===== config.mk =====
export PLATFORM = sky130hd
export DESIGN_NAME = gpr_wb_arb
export DESIGN_NICKNAME = d
export VERILOG_FILES = /design/src/rtl/gpr_wb_arb.sv
export SDC_FILE = /design/constraint.sdc
export NUM_CORES = 1
export LEC_CHECK = 0
export CAP_MARGIN = 20
export CORE_ASPECT_RATIO = 0.75
export CORE_MARGIN = 2
export CORE_UTILIZATION = 40
export CTS_CLUSTER_SIZE = 10
export DETAILED_ROUTE_END_ITERATION = 8
export PLACE_DENSITY = 0.71
export SETUP_SLACK_MARGIN = 0.05
export SKIP_CTS_REPAIR_TIMING = 1
export SLEW_MARGIN = 0
export SYNTH_ARGS = -nofsm -noshare
export SYNTH_HDL_FRONTEND = slang
export SYNTH_SLANG_ARGS = --single-unit
export TNS_END_PERCENT = 50

===== constraint.sdc =====
create_clock -name clk -period 4.75 [get_ports clk]
set_clock_uncertainty 0.15 [all_clocks]
set_input_delay 0.7125 -clock clk [delete_from_list [all_inputs] [get_ports clk]]
set_output_delay 0.7125 -clock clk [all_outputs]
set_load 0.1 [all_outputs]

===== src/rtl/gpr_wb_arb.sv =====
// Write-back arbiter for the GPR write port: the pipeline always wins, and
// mult/div results wait in a small in-order FIFO until the port is free.
module gpr_wb_arb #(
    parameter int DEPTH = 2,
    parameter int PTR_W = 1
) (
    input  logic             clk,
    input  logic             reset,
    input  logic             pipe_we,
    input  logic [4:0]       pipe_a3,
    input  logic [31:0]      pipe_wd,
    input  logic [31:0]      pipe_pc,
    input  logic             md_valid,
    output logic             md_ready,
    input  logic [4:0]       md_a3,
    input  logic [31:0]      md_wd,
    input  logic [31:0]      md_pc,
    output logic             gpr_we,
    output logic [4:0]       gpr_a3,
    output logic [31:0]      gpr_wd,
    output logic [31:0]      gpr_pc,
    output logic [31:0]      pend_mask,
    output logic [PTR_W:0]   fifo_cnt,
    output logic             waw_err
);

    logic [4:0]       q_a3 [DEPTH];
    logic [31:0]      q_wd [DEPTH];
    logic [31:0]      q_pc [DEPTH];
    logic [PTR_W-1:0] wr_ptr;
    logic [PTR_W-1:0] rd_ptr;
    logic [PTR_W:0]   cnt;
    logic             pipe_issue;
    logic             push;
    logic             pop;
    logic [31:0]      fifo_mask;
    logic [31:0]      out_mask;

    assign fifo_cnt   = cnt;
    assign md_ready   = !reset && (cnt != (PTR_W+1)'(DEPTH));
    // A pipeline write to $0 is treated as idle so the FIFO can drain.
    assign pipe_issue = pipe_we && (pipe_a3 != 5'd0);
    assign push       = md_valid && md_ready && (md_a3 != 5'd0);
    assign pop        = !pipe_issue && (cnt != '0);

    // An entry is live when its distance from the head is below the occupancy.
    always_comb begin
        fifo_mask = '0;
        for (int i = 0; i < DEPTH; i++) begin
            if ({1'b0, PTR_W'(i) - rd_ptr} < cnt) begin
                fifo_mask[q_a3[i]] = 1'b1;
            end
        end
    end

    assign out_mask  = gpr_we ? (32'd1 << gpr_a3) : 32'd0;
    assign pend_mask = (fifo_mask | out_mask) & ~32'd1;

    always_ff @(posedge clk) begin
        if (push) begin
            q_a3[wr_ptr] <= md_a3;
            q_wd[wr_ptr] <= md_wd;
            q_pc[wr_ptr] <= md_pc;
        end
    end

    always_ff @(posedge clk) begin
        if (reset) begin
            wr_ptr  <= '0;
            rd_ptr  <= '0;
            cnt     <= '0;
            gpr_we  <= 1'b0;
            gpr_a3  <= '0;
            gpr_wd  <= '0;
            gpr_pc  <= '0;
            waw_err <= 1'b0;
        end else begin
            if (push) wr_ptr <= wr_ptr + 1'b1;
            if (pop)  rd_ptr <= rd_ptr + 1'b1;
            case ({push, pop})
                2'b10:   cnt <= cnt + 1'b1;
                2'b01:   cnt <= cnt - 1'b1;
                default: cnt <= cnt;
            endcase

            if (pipe_issue) begin
                gpr_we <= 1'b1;
                gpr_a3 <= pipe_a3;
                gpr_wd <= pipe_wd;
                gpr_pc <= pipe_pc;
                // Only a queued entry counts; the output stage is already ahead.
                if (fifo_mask[pipe_a3]) waw_err <= 1'b1;
            end else if (pop) begin
                gpr_we <= 1'b1;
                gpr_a3 <= q_a3[rd_ptr];
                gpr_wd <= q_wd[rd_ptr];
                gpr_pc <= q_pc[rd_ptr];
            end else begin
                gpr_we <= 1'b0;
            end
        end
    end

endmodule


==> results of run 1 <==
-- layout by cell type (no fill, tap or decap), types with 17 or more instances in the layout --
master,Yosys,routed
sky130_fd_sc_hd__buf_4,7,19
sky130_fd_sc_hd__a211oi_1,67,67
sky130_fd_sc_hd__clkdlybuf4s50_1,0,236
sky130_fd_sc_hd__edfxtp_1,138,138
sky130_fd_sc_hd__nor2_1,160,158
sky130_fd_sc_hd__o21ai_0,17,17
sky130_fd_sc_hd__a21oi_1,75,74
sky130_fd_sc_hd__mux2i_1,73,73
sky130_fd_sc_hd__clkbuf_16,0,25
sky130_fd_sc_hd__clkbuf_1,45,18
sky130_fd_sc_hd__dfxtp_1,76,75
-- cell type report --
| cell class | instances | share of cell area [%] |
|---|---|---|
| diodes | 4 | 0.0787 |
| clock buffers | 45 | 5.66 |
| clock inverters | 1 | 0.157 |
| inverters | 4 | 0.118 |
| multi-input cells | 537 | 26.7 |
| flip-flops and latches | 214 | 44.6 |
| well taps | 300 | 2.95 |
| repair buffers | 256 | 19.7 |
-- per-stage QoR --
step | hold WS (ns) | total power (µW) | instance area [µm²] | util (%) | setup WS [ns]
floorplan | 0.367 | 4580 | 9390 | - | 0.0232
global placement | 0.391 | 5240 | 12000 | 52.1 | 1.13
detailed placement | 0.402 | 5270 | 12000 | 52.1 | 1.06
CTS | 0.420 | 7020 | 12700 | 55.3 | 0.718
global route | 0.497 | 7310 | 12700 | 55.3 | 0.481
finish | 0.416 | 6970 | 12700 | 55.3 | 0.699
-- per-layer routing --
metal	up-vias	routed length [µm]
met5	-	13
li1	3510	-
met2	302	11400
met1	3447	11600
met3	33	2730
met4	2	533
-- cell usage after synthesis (7+ instances only) --
master                     count
sky130_fd_sc_hd__buf_4         7
sky130_fd_sc_hd__buf_2        13
sky130_fd_sc_hd__dfxtp_1      76
sky130_fd_sc_hd__nand3b_1     11
sky130_fd_sc_hd__o22a_1       12
sky130_fd_sc_hd__edfxtp_1    138
sky130_fd_sc_hd__nand2_1      16
sky130_fd_sc_hd__clkbuf_1     45
sky130_fd_sc_hd__o22ai_1      16
sky130_fd_sc_hd__mux2i_1      73
sky130_fd_sc_hd__a21oi_1      75
sky130_fd_sc_hd__o221ai_1     10
sky130_fd_sc_hd__a211oi_1     67
sky130_fd_sc_hd__o21ai_0      17
sky130_fd_sc_hd__nor2_1      160
sky130_fd_sc_hd__a21o_1        9
-- critical path: stages, from the launching register on --
cell                              delay (ns)
sky130_fd_sc_hd__dfxtp_1                0.60
sky130_fd_sc_hd__a21o_2                 0.23
sky130_fd_sc_hd__nand3b_2               0.22
sky130_fd_sc_hd__o22a_1                 0.29
sky130_fd_sc_hd__o21ai_0                0.14
sky130_fd_sc_hd__clkdlybuf4s50_1        1.18
-- worst min-delay path by stage --
stage,from,slack (ns),cells past startpoint,end
floorplan,rd_ptr,0.37,2,flip-flop
detailed placement,rd_ptr,0.40,2,flip-flop
global route,rd_ptr,0.50,2,flip-flop
finish,rd_ptr,0.42,2,flip-flop
CTS,rd_ptr,0.42,2,flip-flop
global placement,rd_ptr,0.39,2,rd_ptr
-- flip-flops by register name, indices dropped and copies added, names as in the netlist, named ones only --
name and flops:
wr_ptr 1, gpr_pc 32, gpr_we 1, q_a3 10, q_pc 64, gpr_a3 5, q_wd 64, rd_ptr 1
fifo_cnt 2, gpr_wd 32, waw_err 1
-- kinds of logic (layout without fill, tap and decap cells) --
logic type / Yosys count / count (layout) / synth area share [%]
other cells: 1 / 5 / 0.0400
simple gates: 225 / 225 / 11.0
compound gates: 232 / 232 / 16.6
mux: 74 / 74 / 7.96
flops: 214 / 214 / 60.5
fa+ha+maj: 1 / 1 / 0.134
xor+xnor: 4 / 4 / 0.374
buf+inv: 72 / 306 / 3.43
-- where the power goes --
part | internal (µW) | total (µW) | switching [µW]
logic | 836 | 2790 | 1960
registers | 2210 | 2440 | 226
clock network | 1020 | 1740 | 715
total | 4070 | 6970 | 2900
==> impl_summary.txt, run 1 <==
----------------------------------------------------
[Yosys]
  Cell variety after synth ... ~60
  Post-synth EDFFs ... 138
  Number of synthesis warnings ... 0
  Cell types occupying the most area after synthesis ... sky130_fd_sc_hd__edfxtp_1, sky130_fd_sc_hd__dfxtp_1, sky130_fd_sc_hd__mux2i_1
  Fraction of registers with async set/reset ... 0%
  Number of synthesized register bits ... 214
  Predominant post-synthesis flop cell ... sky130_fd_sc_hd__edfxtp_1
  Proportion of netlist area held by the largest area contributor ... 44.2%
  Post-Syn Nets ... 966
  Synth area leader ... sky130_fd_sc_hd__edfxtp_1
  Summed instance area of the synthesized netlist ... 9370 µm²
  Sequential area share after synthesis ... 60.5%
  Post-synthesis instance total ... 823
  Mean area per synthesized cell ... 11.4 µm²

[STA]
  Total of endpoints with negative setup slack in the final report ... 0
  Final sum of negative setup slack ... 0 ns
  Max Freq ... 247 MHz
  Final cycle utilization of the critical path ... a little under nine tenths
  Transition time at the pin with the least slew margin ... 1.04 ns
  Time the final worst path needs with I/O delays and setup ... roughly 4.1 ns
  Rel. slew slack ... 30.4%
  Fin. Hold Viols ... 0
  Setup repair after global routing missed its margin ... false
  Number of pins with negative max-slew slack in the final report ... 0

[Global routing]
  Overflow left after global routing ... 0
  Via count of the first global-routing pass ... 7139
  Routing usage on met1 ... 28.3%
  Layer with the highest usage ... met2
  Met3 Usage GRT ... 7.64%
  Largest net degree at the start of global routing ... 90
  Antenna violations before repair ... 5
  Overall fraction of global-route tracks in use ... between 20% and 30%
  Global-route wire length before repair ... 40400 µm
  Met2 usage in global routing ... 31.9%

[Final layout]
  Multi-input gate area ... 3400 µm²
  Number of cells in the finished layout apart from fillers ... about 1400
  Footprint of the flip-flops and latches ... 5670 µm²
  Share of final-layout standard cells stronger than drive strength 1 ... approximately 7%
  Signed area change from the synthesized netlist to the final layout ... 35.8%
  # nets final ... 1181
  Fillcell total ... 1949

[Clocking]
  CTS clk-pin slew, worst paths ... approximately 0.060 ns
  Clock net sink count ... 214
  TritonCTS clock tree ... done
  Clock latency on the worst-skew pair ... 0.53 ns
  Clock tree root buffer cell ... sky130_fd_sc_hd__clkbuf_16
  CTS Buf Count ... 25
  H-tree levels ... 1
  Largest buffer count on any clock path ... 3

[Power and ir drop]
  Static leakage ... 0.00426 µW
  Cell Pwr Density ... 547 nW/µm²
  Maximum VDD drop ... 0.434 mV

[Place]
  Sum of net half-perimeters after detailed placement ... around 18000 µm
  Port Buffer Count ... between 200 and 250
  Global placer's final weighted congestion ... 0.932
  # placed instances ... 1311

[Worst setup path]
  Capturing instance or port of the critical path ... pend_mask[1]
  Crit path max fanout ... 11
  Setup slack of the worst register-to-register path ... 1.69 ns
  Worst reg2reg path startpoint ... fifo_cnt[0]
  Sort of element at the end of the critical path ... output port
  Data required time at the worst endpoint ... 3.89 ns
  Arrival time of data at the critical path endpoint ... 3.19 ns
  Timing startpoint of the critical path ... fifo_cnt[1]
  Class of the most critical setup path ... flip-flop to output port
  Worst R2R End ... q_wd[0][19]
  Kind of start point of the critical path ... flip-flop
  Count of cells along the worst register-to-register path ... 5

[Floorplan]
  Area enclosed by the die boundary ... about 25000 µm²
  Horizontal die dimension ... 181 µm
  Core ar. ... 23000 µm²
  Number of rows in the core area ... 48
  Die height ... 137 µm
  Initial core utilization ... 40.7%
  Boundary pin count ... 248

[Worst hold path]
  Kind of path behind the tightest hold check ... flip-flop to flip-flop

[Drt]
  Number of nets still failing antenna checks after routing ... 0
  First-pass iteration count of the detailed router ... 5
  Average routed wire per standard cell ... 19.4 µm
  Total detailed-routing wirelength ... 26300 µm
  Total number of vias ... ~7300
  DRC errors left ... 0
  Drt via density ... 5.36
  Initial DRC count ... 506

[Outcome]
  Result of the run ... complete, no violations

[Job]
  Max-cap check violation count ... 0

----------------------------------------------------
(Power assumes the default switching activity.)
==> inputs of run 2 (changes only) <==
HOLD_SLACK_MARGIN = 0.08   (was not set)
==> results of run 2 <==
Final layout, timing and power as in run 1 (identical DEF).
==> inputs of run 3 (changes only) <==
CORE_ASPECT_RATIO = not set   (was 0.75)
==> impl_summary.txt, run 3 (synthesized netlist as in run 1, its figures left out) <==
----------------------------------------------------
[STA]
  Total of endpoints with negative setup slack in the final report ... 0
  Fin. Hold Viols ... 0
  Transition time at the pin with the least slew margin ... 1.08 ns
  Final sum of negative setup slack ... 0 ns
  Final cycle utilization of the critical path ... 86.9%
  Number of pins with negative max-slew slack in the final report ... 0
  Setup repair after global routing missed its margin ... false
  Time the final worst path needs with I/O delays and setup ... 4.13 ns
  Rel. slew slack ... 27.6%
  Setup WS post-layout ... ~0.62 ns
  Max Freq ... around 240 MHz

[Final layout]
  Largest registers ... q_pc x64, q_wd x64
  Total inserted antenna cells ... 0
  Share of final-layout standard cells stronger than drive strength 1 ... 6.70%
  Most common cell after layout, fill and taps aside ... sky130_fd_sc_hd__clkdlybuf4s50_1
  Final standard cell area without fillers ... 12800 µm²
  # nets final ... 1183
  Signed area change from the synthesized netlist to the final layout ... 36.7%
  Most used cells in the layout excluding fill and tap cells ... sky130_fd_sc_hd__clkdlybuf4s50_1, sky130_fd_sc_hd__nor2_1, sky130_fd_sc_hd__edfxtp_1, sky130_fd_sc_hd__dfxtp_1, sky130_fd_sc_hd__a21oi_1
  Final Core Density ... 56.0%

[Worst setup path]
  Kind of start point of the critical path ... flip-flop
  Arrival time of data at the critical path endpoint ... between 3 and 4 ns
  Data required time at the worst endpoint ... 3.89 ns
  List of cells traversed by the critical path ... a21o_2, nand3b_1, o22ai_1, o21bai_1, clkdlybuf4s50_1
  Crit path max fanout ... 11
  Timing startpoint of the critical path ... fifo_cnt[1]
  Sort of element at the end of the critical path ... output port
  Delay of the slowest cell on the worst path ... 1.15 ns
  Worst reg2reg path startpoint ... fifo_cnt[1]
  Slowest stage cell, crit path ... sky130_fd_sc_hd__clkdlybuf4s50_1
  Class of the most critical setup path ... flip-flop to output port

[Power and ir drop]
  Part of the total power dissipated in sequential elements ... 34.3%
  Static leakage ... 0.00428 µW
  Reported net switching power ... 2890 µW
  Maximum VDD drop ... 0.380 mV
  Part of the power in combinational logic ... 39.9%
  Share of power burned in the clock network ... 25.7%
  Cell Pwr Density ... 549 nW/µm²
  Switching power share of the total ... between 40% and 50%
  Internal power ... about 4100 µW

[Drt]
  Number of nets still failing antenna checks after routing ... 0
  Total number of vias ... around 7300
  Initial DRC count ... around 520
  Average routed wire per standard cell ... approximately 19 µm
  DRC errors left ... 0
  Drt via density ... 5.33
  Total detailed-routing wirelength ... roughly 26000 µm
  First-pass iteration count of the detailed router ... 5

[Floorplan]
  Boundary pin count ... 248
  Number of rows in the core area ... 55
  Initial core utilization ... 41.0%
  Area enclosed by the die boundary ... 24700 µm²
  Horizontal die dimension ... 157 µm
  Core ar. ... between 20000 and 25000 µm²
  Die height ... approximately 160 µm

[Clocking]
  CTS clk-pin slew, worst paths ... 0.06 ns
  Largest buffer count on any clock path ... 3
  H-tree levels ... 1
  Clock net sink count ... roughly 210
  Clock tree root buffer cell ... sky130_fd_sc_hd__clkbuf_16
  Clock latency on the worst-skew pair ... approximately 0.52 ns
  TritonCTS clock tree ... done
  CTS Buf Count ... 26

[Global routing]
  Overall fraction of global-route tracks in use ... 20.3%
  Global-route wire length before repair ... 39100 µm
  Via count of the first global-routing pass ... 7036
  Antenna violations before repair ... 3
  Overflow left after global routing ... 0
  Largest net degree at the start of global routing ... 74

[Place]
  Placed instance area ... 12000 µm²
  Sum of net half-perimeters after detailed placement ... approximately 17000 µm
  Worst slack at placement ... roughly 1.1 ns
  Port Buffer Count ... 246
  Global placer's final weighted congestion ... 0.906

[Outcome]
  Result of the run ... complete, no violations

[Worst hold path]
  Kind of path behind the tightest hold check ... input port to flip-flop
  Hold_sp ... reset

[Job]
  Max-cap check violation count ... 0

----------------------------------------------------
run 3: changes by cell type in the layout (fill, tap and decap cells not counted):
cell                              delta
sky130_fd_sc_hd__clkbuf_8            -2
sky130_fd_sc_hd__clkinv_4            +1
sky130_fd_sc_hd__inv_16              -1
sky130_fd_sc_hd__clkinv_8            +1
sky130_fd_sc_hd__buf_4               -5
sky130_fd_sc_hd__clkbuf_16           +3
sky130_fd_sc_hd__diode_2             -4
sky130_fd_sc_hd__clkdlybuf4s50_1     +6
run 3: metal layers:
metal | track usage (%) | part of all wire (%) | routed length [µm]
met5 | 0 | 0.15 | 40
met4 | 5.45 | 2.3 | 604
met3 | 5.37 | 8.7 | 2250
met2 | 34.1 | 47 | 12100
met1 | 26.1 | 42 | 10900
run 3: layout make-up:
cell class | count | area (µm²)
Clock inverter | 2 | 25.0
Timing Repair Buffer | 257 | 2530
Multi-Input combinational cell | 537 | 3400
Fill cell | 2017 | 10000
Clock buffer | 46 | 768
Sequential cell | 214 | 5670
Tap cell | 313 | 392
Inverter | 4 | 15.0
run 3: power by group through the flow:
stage,combinational (µW),sequential (µW),clock (µW)
after floorplan,1320,3250,0
after global placement,2790,2450,0
after detailed placement,2820,2450,0
after CTS,2830,2420,1860
after global routing,3000,2450,1930
final,2810,2410,1810
run 3: worst max-delay path, delay by kind of cell, from the launching register on:
| family | cells | cell delay, ns |
|---|---|---|
| flops | 1 | 0.60 |
| buf+inv | 1 | 1.15 |
| simple gates | 1 | 0.33 |
| compound gates | 3 | 0.67 |
run 3: final timing paths:
check / endpoint / slack (ns) / cells past startpoint
worst max-delay path: pend_mask[26] / 0.62 / 5
worst min-delay path: gpr_wd[28] / 0.39 / 2
worst min register to register: rd_ptr / 0.44 / 2
worst max register to register: gpr_pc[14] / 2.15 / 6
run 3: stage by stage:
step	instances	hold WS, ns	total power (µW)
final	1373	0.385	7030
after global routing	1373	0.383	7370
after CTS	1373	0.371	7100
after detailed placement	1325	0.431	5270
after global placement	1325	0.396	5240
after floorplan	823	0.367	4580
